File: config.mk
export PLATFORM = sky130hd
export DESIGN_NAME = iter_divider
export DESIGN_NICKNAME = d
export VERILOG_FILES = /design/src/rtl/iter_divider.sv
export SDC_FILE = /design/constraint.sdc
export NUM_CORES = 1
export LEC_CHECK = 0
export ABC_CLOCK_PERIOD_IN_PS = 2940
export CORE_UTILIZATION = 40
export DETAILED_ROUTE_END_ITERATION = 10
export SYNTH_ARGS = -nofsm -noshare
export SYNTH_HDL_FRONTEND = slang
export SYNTH_SLANG_ARGS = --single-unit
File: constraint.sdc
create_clock -name clk -period 2.94 [get_ports clk]
set_input_delay 0.735 -clock clk [delete_from_list [all_inputs] [get_ports clk]]
set_output_delay 0.735 -clock clk [all_outputs]
set_load 0.05 [all_outputs]
File: src/rtl/iter_divider.sv
// Restoring shift-subtract divider producing one quotient bit per clock with a start/ready/done handshake.
// Define DIVIDER_SIGNED_EN to divide two's-complement operands (magnitudes divided, signs fixed on completion).
module iter_divider #(
  parameter int WIDTH = 8
) (
  input  logic             clk,
  input  logic             rst_n,
  input  logic             start,
  input  logic [WIDTH-1:0] dividend,
  input  logic [WIDTH-1:0] divisor,
  output logic             ready,
  output logic             done,
  output logic [WIDTH-1:0] quotient,
  output logic [WIDTH-1:0] remainder,
  output logic             div_by_zero
);

  localparam int CW = (WIDTH > 2) ? $clog2(WIDTH) : 1;

  typedef enum logic [1:0] {
    IDLE,
    RUN,
    DONE
  } state_t;

  state_t state, state_next;

  logic [CW-1:0]    count;
  logic [WIDTH-1:0] rem_acc;
  logic [WIDTH-1:0] quo_acc;
  logic [WIDTH-1:0] div_reg;

  logic             accept;
  logic             divisor_zero;
  logic [WIDTH-1:0] dividend_mag;
  logic [WIDTH-1:0] divisor_mag;
  logic [WIDTH:0]   shifted;
  logic [WIDTH:0]   diff;
  logic             fits;
  logic [WIDTH-1:0] rem_step;
  logic [WIDTH-1:0] quo_step;
  logic [WIDTH-1:0] final_q;
  logic [WIDTH-1:0] final_r;

`ifdef DIVIDER_SIGNED_EN
  logic quo_neg;
  logic rem_neg;
`endif

  always_ff @(posedge clk) begin
    if (!rst_n) begin
      state <= IDLE;
    end else begin
      state <= state_next;
    end
  end

  always_comb begin
    state_next = state;
    ready      = 1'b1;
    done       = 1'b0;
    case (state)
      IDLE: begin
        if (accept) state_next = divisor_zero ? DONE : RUN;
      end
      RUN: begin
        ready = 1'b0;
        if (count == '0) state_next = DONE;
      end
      DONE: begin
        done = 1'b1;
        if (accept) state_next = divisor_zero ? DONE : RUN;
        else        state_next = IDLE;
      end
      default: state_next = IDLE;
    endcase
  end

  assign accept       = start && ready;
  assign divisor_zero = (divisor == '0);

`ifdef DIVIDER_SIGNED_EN
  assign dividend_mag = dividend[WIDTH-1] ? -dividend : dividend;
  assign divisor_mag  = divisor[WIDTH-1]  ? -divisor  : divisor;
`else
  assign dividend_mag = dividend;
  assign divisor_mag  = divisor;
`endif

  // The shifted partial remainder is one bit wider than the operands; the borrow of the
  // subtraction doubles as the compare result, and a kept remainder always fits in WIDTH bits.
  always_comb begin
    shifted  = {rem_acc, quo_acc[WIDTH-1]};
    diff     = shifted - {1'b0, div_reg};
    fits     = ~diff[WIDTH];
    rem_step = fits ? diff[WIDTH-1:0] : shifted[WIDTH-1:0];
    quo_step = {quo_acc[WIDTH-2:0], fits};
  end

`ifdef DIVIDER_SIGNED_EN
  assign final_q = quo_neg ? -quo_step : quo_step;
  assign final_r = rem_neg ? -rem_step : rem_step;
`else
  assign final_q = quo_step;
  assign final_r = rem_step;
`endif

  always_ff @(posedge clk) begin
    if (!rst_n) begin
      count       <= '0;
      rem_acc     <= '0;
      quo_acc     <= '0;
      div_reg     <= '0;
      quotient    <= '0;
      remainder   <= '0;
      div_by_zero <= 1'b0;
`ifdef DIVIDER_SIGNED_EN
      quo_neg     <= 1'b0;
      rem_neg     <= 1'b0;
`endif
    end else if (accept) begin
      if (divisor_zero) begin
        quotient    <= '1;
        remainder   <= dividend;
        div_by_zero <= 1'b1;
      end else begin
        rem_acc     <= '0;
        quo_acc     <= dividend_mag;
        div_reg     <= divisor_mag;
        count       <= CW'(WIDTH - 1);
        div_by_zero <= 1'b0;
`ifdef DIVIDER_SIGNED_EN
        quo_neg     <= dividend[WIDTH-1] ^ divisor[WIDTH-1];
        rem_neg     <= dividend[WIDTH-1];
`endif
      end
    end else if (state == RUN) begin
      rem_acc <= rem_step;
      quo_acc <= quo_step;
      count   <= count - 1'b1;
      if (count == '0) begin
        quotient  <= final_q;
        remainder <= final_r;
      end
    end
  end

endmodule

# --- Yosys cells after proc, flatten, opt, wreduce, memory -nomap -nowiden ---
# Index checks and enable logic that the tools add are counted.
totals:
  reg_bits: 46
  input_bits: 19
  out_inout_bits: 19
  wordCells: 54
op_classes:
  addsub: 2
  n_eq_ne: 6
  n_mux: 26
  bitwise_logic: 2
  n_reduce_logical: 10
op_table:
  columns: ["op", "n"]
  rows:
  - ["8-bit 2-to-1 mux", 15]
  - ["3-bit 2-to-1 mux", 3]
  - ["9-bit by 8-bit subtractor with 9-bit output", 1]
  - ["8-bit zero test", 1]
  - ["2-bit 2-to-1 mux", 4]
  - ["2-bit case mux with 3 select lines", 1]
  - ["2-bit AND reduction", 3]
  - ["2-bit by 1-bit != test with 1-bit output (second input constant)", 2]
  - ["2-bit != test (second input constant)", 2]
  - ["2-bit nonzero test", 2]
  - ["3-bit zero test", 1]
  - ["1-bit 2-to-1 mux", 3]
  - ["3-bit AND reduction", 1]
  - ["3-bit by 1-bit subtractor with 3-bit output (second input constant)", 1]
  - ["2-bit by 1-bit equality test with 1-bit output (second input constant)", 1]
  - ["2-bit equality test (second input constant)", 1]
  - ["2-bit zero test", 1]
  - ["1-bit inverter", 2]
  - ["1-bit logical AND", 1]

# --- Logic depth before layout (Yosys ltp) ---
# Gate-level depths: netlist (run 1).
depth:
  word_depth: 5
  ltp_mapped: 11
  depth_no_buf: 10

# --- Worst setup path after synthesis (run 1) ---
# No wires, ideal clock.
synth_path:
  path_kind: "register to register"
  start: "register quo_acc[7]"
  end: "register remainder[7]"
  setup_ps: 67
  t_arrival_ps: 2441
  required_time_ps: 2873
  slack_ps: 432
  stages_incl_launch_ff: 12
  period_less_slack_ps: 2508
  path_cell_list: "dfxtp_1 -> inv_1 -> ha_1 -> inv_1 -> fa_1 -> a211oi_2 -> nor3_1 -> mux2_4 -> and2_4 -> buf_6 -> o41a_1 -> a21oi_2"
synth_between:
  elab_chain_cells: 5
synth_rtl:
  columns: ["item", "line_no", "text"]
  rows:
  - ["start: declaration", "30", "logic [WIDTH-1:0] quo_acc;"]
  - ["start signal: assignment", "128", "quo_acc <= dividend_mag;"]
  - ["start signal: assignment", "139", "quo_acc <= quo_step;"]
  - ["9-bit by 8-bit subtractor with 9-bit output", "94", "diff = shifted - {1'b0, div_reg};"]
  - ["8-bit 2-to-1 mux", "96", "rem_step = fits ? diff[WIDTH-1:0] : shifted[WIDTH-1:0];"]
  - ["8-bit 2-to-1 mux", "141", "if (count == '0) begin"]
  - ["8-bit 2-to-1 mux", "137", "end else if (state == RUN) begin"]
  - ["8-bit 2-to-1 mux", "121", "end else if (accept) begin"]
  - ["end signal: assignment", "124", "remainder <= dividend;"]
  - ["end signal: assignment", "143", "remainder <= final_r;"]
  - ["end: declaration", "14", "output logic [WIDTH-1:0] remainder,"]
# Every way passes these cells. The select of a mux whose other input is x is not followed.
# A chain may end at the register's enable or synchronous reset.

# --- Worst setup path in the final report (run 1) ---
# Same ends and word-level chain as after synthesis.

==> impl_results.md, run 1 <==
* Fmax at about 380 MHz
* Clock edge transition at the registers on the reported setup and hold paths at 0.09 ns
* Crit-path cells: inv_1 -> ha_1 -> inv_1 -> fa_1 -> a211oi_2 -> nor3_1 -> mux2_4 -> and2_4 -> o41a_1 -> a21oi_2
* Count of input and output buffers at 37
* Die Area at between 6000 and 7000 um2
* Pre-Repair DR Iteration Count at 4
* Synth async-reset ratio at 0%
* Final cell utilization of the core at 53.1%
* Largest stage delay on the critical path at 0.46 ns
* Detail Route Antenna Nets at 0
* Setup clock skew after layout at 0.00879 ns
* Post-synth EDFFs at 0
* Final total power at 1810 uW
* Number of antenna violations at the first check in global routing at 0
* WS Path Type: reg2reg
* TritonCTS Buffers at 5
* Number of global-route vias before repair at 2,131
* Hold/Removal Path Class: reg2reg
* Worst-case register-to-register setup slack at about 0.32 ns
* Syn Inst Count at 283
* Total overflow reported by the global router at 0
* Net Count, Synth at 313
* Setup repair after global routing missed its margin: false
* Number of gates resized after CTS at 0
* # DRC at 0
* Net count of the finished layout at 359
* Growth of design area from synthesis to finish at 26.2%
* Buffers inserted by post-CTS timing repair at 0
* Cell chosen for the clock root: sky130_fd_sc_hd__clkbuf_8
* DR WL/cell at 15.3 um
* Part of the cycle the worst path needs at 89.2%
* CTS Sinks at 46
* PnR worst setup slack at roughly 0.32 ns
* Time the worst path needs with I/O delays and setup at approximately 2.6 ns
* Via/cell ratio at 5.42
* Number of pins with negative max-slew slack in the final report at 0
* Highest ir drop seen on vdd at around 0.00034 V
* Initial Util at 42.1%
* PwrDens at roughly 610 nW/um2
* Leakage at approximately 0.0011 uW
* Bufs on Longest Clock Path at 2
* First-pass GRT wire length at 10,300 um
* Wire length reported by the detailed router at 6170 um
* Clock tree from TritonCTS: built
* Arrival time worst endpoint at roughly 2.9 ns
* Cell occurring most often along the worst timing path: sky130_fd_sc_hd__inv_1
* Clock latency at the later pin of the worst-skew pair at 0.30 ns
* RR Startpoint: quo_acc[7]
* WHS Path Cells at 2
* Slowest cell on the critical path: sky130_fd_sc_hd__o41a_1
* Count of warnings emitted by yosys at 0
* Total number of vias at approximately 2,200
* Number of cells on the worst reg-to-reg path at 10
* Count of cell types in the netlist at 51
* Die span in y at 78.8 um
* Worst Path Required at approximately 3.2 ns
* Top_reg_cell synth: sky130_fd_sc_hd__dfxtp_1
* Core footprint at 5610 um2
* Die outline width at 78.8 um
* Count of pins on the block boundary at 38
* # rows at 27
* Largest driver fanout on the critical path at 10
* Nature of the critical path endpoint: register
* Worst slew margin relative to its limit at between 60% and 70%
* Worst hold start: div_reg[6]
* Final sum of negative setup slack at 0 ns
* Inserted Diodes at 0
* Max_cap viols at 0
* Worst slack at placement at 0.227 ns
* Portion of the post-synthesis area used by sequential elements at between 30% and 40%
* Worst reg2reg endpoint: remainder[7]
* Endpoint with the worst hold slack: div_reg[6]
* HPWL after detailed placement at 4580 um
* Tot GR Track Use at between 20% and 30%
* Number of design-rule violations left by the first detailed-router iteration at 111
* Measured slew at the worst slew-check pin at 0.504 ns
* Mean instance size in the synthesized netlist at 8.34 um2
* Final Hold Violating Endpoints at 0
* Number of storage elements in the synthesis netlist at 46
* Ratio of cells with drive above 1 in the final layout at 11.5%
* Routability-driven placement congestion ratio at approximately 0.80
* Maximum level of the CTS H-tree at 2
* Hold_buf cts at 0
* Final-report setup violation count at 0
* Synthesized area at 2360 um2
* Worst Setup Start Kind: register
* Result of the run: finished, final reports clean
* Pin count of the biggest net entering global routing at 24
-- power by group --
part | switching (uW) | total (uW) | internal (uW)
logic | 360 | 616 | 257
registers | 39.1 | 716 | 676
clock network | 222 | 476 | 254
-- routing by layer --
metal / up-vias / routed length [um] / track usage [%]
met5: - / 0 / 0
met4: 0 / 68 / 5.19
met3: 7 / 282 / 3.68
met2: 67 / 2940 / 36.6
met1: 996 / 2880 / 27.9
li1: 1107 / - / -
-- worst max-delay path, delay by kind of cell, from the launching register on --
family	cells	cell delay [ns]
AO/OA/AOI/OAI	3	0.87
adder cells (fa/ha/maj)	2	0.57
flip-flops	1	0.34
multiplexers	1	0.34
AND/OR/NAND/NOR	2	0.29
buffers and inverters	2	0.13
-- cell type report --
class	count	area, um2
clock inverters	2	37.5
flip-flops and latches	46	921
multi-input cells	209	1310
well taps	72	90.1
clock buffers	6	72.6
fillers	579	2630
repair buffers	53	490
inverters	14	52.6
-- cell usage after synthesis (6+ instances only) --
cell                        n  share of area [%]
sky130_fd_sc_hd__ha_1      10                5.3
sky130_fd_sc_hd__buf_2      7                1.5
sky130_fd_sc_hd__a21oi_1   19                4.0
sky130_fd_sc_hd__nand4_1    6                1.6
sky130_fd_sc_hd__o221a_2    7                3.3
sky130_fd_sc_hd__dfxtp_1   46                 39
sky130_fd_sc_hd__o21ai_0   14                3.0
sky130_fd_sc_hd__inv_1     14                2.2
sky130_fd_sc_hd__nand2_1   57                9.1
sky130_fd_sc_hd__nor2_1    15                2.4
sky130_fd_sc_hd__a311oi_1   7                2.6
sky130_fd_sc_hd__nand3_1    7                1.5
-- cells by family after synthesis --
kind of cell	share of synthesized area, %
AND/OR/NAND/NOR	22.7
AO/OA/AOI/OAI	21.2
flip-flops	39.0
buffers and inverters	5.30
adder cells (fa/ha/maj)	6.15
multiplexers	3.71
XOR/XNOR	1.86
-- how the worst max path moves through the flow --
| stage | from | depth (start not counted) | to | slack, ns |
|---|---|---|---|---|
| 4_1_cts | quo_acc[7] | 10 | remainder[7] | 0.32 |
| 2_1_floorplan | quo_acc[7] | 11 | remainder[7] | 0.43 |
| 3_5_place_dp | divisor[3] | 7 | remainder[5] | 0.23 |
| 5_1_grt | quo_acc[7] | 10 | remainder[7] | 0.16 |
| 6_report | quo_acc[7] | 10 | remainder[7] | 0.32 |
| 3_3_place_gp | divisor[3] | 7 | quo_acc[7] | 0.21 |
-- stage by stage --
step / area, um2 / std cells / hold WS (ns)
6_report: 2980 / 402 / 0.459
5_1_grt: 2980 / 402 / 0.471
4_1_cts: 2980 / 402 / 0.460
3_5_place_dp: 2870 / 394 / 0.448
3_3_place_gp: 2870 / 394 / 0.444
2_1_floorplan: 2360 / 283 / 0.433
-- placed cells by master, fill, tap and decap left out, drive strengths merged, types with 2 or more instances in the layout --
master         count
a211oi             5
a21oi             20
a311oi             7
a31oi              2
a32o               2
and2               3
buf               16
clkbuf             6
clkdlybuf4s50     37
dfxtp             46
ha                10
inv               14
mux2               3
mux2i              5
nand2             58
nand2b             2
nand3              7
nand4              6
nor2              15
nor2b              5
nor3               4
nor3b              2
nor4               5
o21a               3
o21ai             16
o221a              7
or3                4
xnor2              3
xor2               2
Power figures use the tool's default switching activity.
==> run 2: changes to the inputs <==
Settings changed: SKIP_CTS_REPAIR_TIMING set to 1.
==> results of run 2 <==
Same layout as run 1: the final DEF is identical, and so are final timing and power.
==> run 3: changes to the inputs <==
Settings changed: ABC_CLOCK_PERIOD_IN_PS 2940 to 2300, CORE_UTILIZATION 40 to 48, PLACE_DENSITY set to 0.76.
Clock period 2.94 ns to 2.3 ns, I/O delays scaled along.
==> run 3 against run 2 <==
  * The flow now finishes with violations (setup timing)
  * Combinational power grew 58%
  * Final area increased by 8.7%
  * Core utilization increased by 15 points
  * Register-to-register slack worse by 0.43 ns
  * Cell count rose by 3.5%
  * Routed wire length grew 0.23%
  * Clock power increased by 32%
  * Sequential power grew 28%
==> impl_results.md, run 3 (synthesis gave the netlist of run 1 again) <==
* WHS Path Cells at 2
* TritonCTS Buffers at 5
* Result of the run: finished, violations left
* Arrival time worst endpoint at roughly 2.7 ns
* Measured slew at the worst slew-check pin at 0.520 ns
* Initial Util at 50.0%
* Wire length reported by the detailed router at 6180 um
* Ratio of cells with drive above 1 in the final layout at 21.2%
* Cell chosen for the clock root: sky130_fd_sc_hd__clkbuf_8
* Crit path buffers/inverters at 2
* Hold/Removal Path Class: reg2reg
* Fmax at 414 MHz
* Family of cells with the greatest summed delay on the critical path: compound AO/OA/AOI/OAI gates
* Commonest non-fill, non-tap cell in the layout: sky130_fd_sc_hd__nand2_1
* RR Startpoint: quo_acc[7]
* Endpoint with the worst hold slack: div_reg[6]
* CTS Sinks at 46
* # DRC at 0
* Routability-driven placement congestion ratio at 0.832
* Clock tree from TritonCTS: built
* Number of design-rule violations left by the first detailed-router iteration at between 100 and 150
* Final cell utilization of the core at 68.5%
* Failing checks: setup timing
* Die outline width at 72.1 um
* Cell total after placement at 406
* Worst-case register-to-register setup slack at -0.11 ns
* Number of global-route vias before repair at 2,213
* Leakage at 0.00128 uW
* Commonest cells after routing, fill and taps aside: 56 x sky130_fd_sc_hd__nand2_1, 44 x sky130_fd_sc_hd__dfxtp_1, 36 x sky130_fd_sc_hd__clkdlybuf4s50_1
* Worst Setup Start Kind: register
* Max_cap viols at 0
* Net count of the finished layout at 378
* Pre-Repair DR Iteration Count at 4
* Count of pins on the block boundary at 38
* Growth of design area from synthesis to finish at 37.2%
* Final Hold Violating Endpoints at 0
* HPWL after detailed placement at 4600 um
* WS Path Type: reg2reg
* Setup repair after global routing missed its margin: true
* Number of pins with negative max-slew slack in the final report at 0
* DR WL/cell at 14.9 um
* Final std cells w/o fill at 416
* Number of antenna violations at the first check in global routing at 0
* Core footprint at 4720 um2
* Tot GR Track Use at 25.1%
* Time the worst path needs with I/O delays and setup at 2.41 ns
* Die span in y at 72.1 um
* Number of cells on the worst reg-to-reg path at 10
* Total overflow reported by the global router at 0
* Worst reg2reg endpoint: rem_acc[7]
* Die Area at approximately 5200 um2
* Nature of the critical path endpoint: register
* Clock edge transition at the registers on the reported setup and hold paths at about 0.090 ns
* Largest stage delay on the critical path at 0.38 ns
* Count of input and output buffers at 37
* Pin count of the biggest net entering global routing at 24
* Clock latency at the later pin of the worst-skew pair at 0.31 ns
* Worst hold start: div_reg[6]
* Worst Path Required at 2.55 ns
* Cell occurring most often along the worst timing path: sky130_fd_sc_hd__inv_2
* Crit-path cells: inv_2 -> ha_4 -> inv_2 -> fa_2 -> a211oi_4 -> nor3_2 -> mux2_4 -> and2_4 -> o41a_1 -> o21ai_1
* Post-route worst hold slack at 0.459 ns
* Via/cell ratio at 5.58
* Part of the cycle the worst path needs at 105%
* Largest driver fanout on the critical path at 8
* PnR worst setup slack at -0.114 ns
* First-pass GRT wire length at around 10,000 um
* Slowest cell on the critical path: sky130_fd_sc_hd__fa_2
* Setup clock skew after layout at 0.00918 ns
* Maximum level of the CTS H-tree at 2
* Bufs on Longest Clock Path at 2
* Detail Route Antenna Nets at 0
* Total number of vias at 2,323
* PwrDens at around 780 nW/um2
* Worst slew margin relative to its limit at 65.2%
* Final-report setup violation count at 7
* Highest ir drop seen on vdd at 0.000373 V
* Inserted Diodes at 0
* # rows at 25
==> run 3: cell count changes in the layout (fill, tap and decap cells not counted), moves of 2 or more <==
cell,before,now
sky130_fd_sc_hd__dfxtp_2,0,2
sky130_fd_sc_hd__inv_1,14,12
sky130_fd_sc_hd__buf_4,16,33
sky130_fd_sc_hd__dfxtp_1,46,44
sky130_fd_sc_hd__nor4_1,5,3
sky130_fd_sc_hd__nor4_2,0,2
sky130_fd_sc_hd__inv_2,0,2
sky130_fd_sc_hd__buf_12,0,2
==> run 3: worst max-delay path by stage <==
stage / startpoint / endpoint / depth (start not counted)
6_report: quo_acc[7] / rem_acc[7] / 10
5_1_grt: quo_acc[7] / rem_acc[7] / 10
4_1_cts: quo_acc[7] / rem_acc[3] / 11
3_5_place_dp: quo_acc[7] / rem_acc[3] / 11
3_3_place_gp: quo_acc[7] / rem_acc[3] / 11
2_1_floorplan: quo_acc[7] / rem_acc[7] / 11
==> run 3: where the power goes <==
| part | total, uW | internal (uW) | switching, uW |
|---|---|---|---|
| clock | 627 | 326 | 301 |
| combinational | 976 | 454 | 522 |
| sequential | 916 | 865 | 50.2 |
==> run 3: worst min-delay path: cells and delay by family, from the launching register on <==
family / cells / cell delay (ns)
and+or+nand+nor: 1 / 0.05
AOI/OAI and AO/OA: 1 / 0.05
DFF: 1 / 0.32
==> run 3: layout make-up <==
cell class / count / area (um2)
Clock inverter: 3 / 43.8
Fill cell: 395 / 1490
Tap cell: 67 / 83.8
Multi-Input combinational cell: 209 / 1410
Clock buffer: 5 / 68.8
Timing Repair Buffer: 72 / 659
Sequential cell: 46 / 923
Inverter: 14 / 52.6
==> run 3: stage by stage <==
stage	cell area [um2]	TNS [ns]	total power [uW]	setup WS, ns
floorplan	2390	-0.0864	1510	-0.0508
global placement	3030	-2.73	1810	-0.222
detailed placement	3030	-4.59	1830	-0.229
CTS	3150	-2.42	2450	-0.254
global route	3240	-1.46	2640	-0.188
finish	3240	-0.383	2520	-0.114
==> run 3: per-layer routing <==
layer	vias up	GRT usage, %	wire length [um]
li1	1146	-	-
met1	1088	31.0	2730
met2	75	43.0	2990
met3	14	5.00	337
met4	0	9.59	121
met5	-	0	0
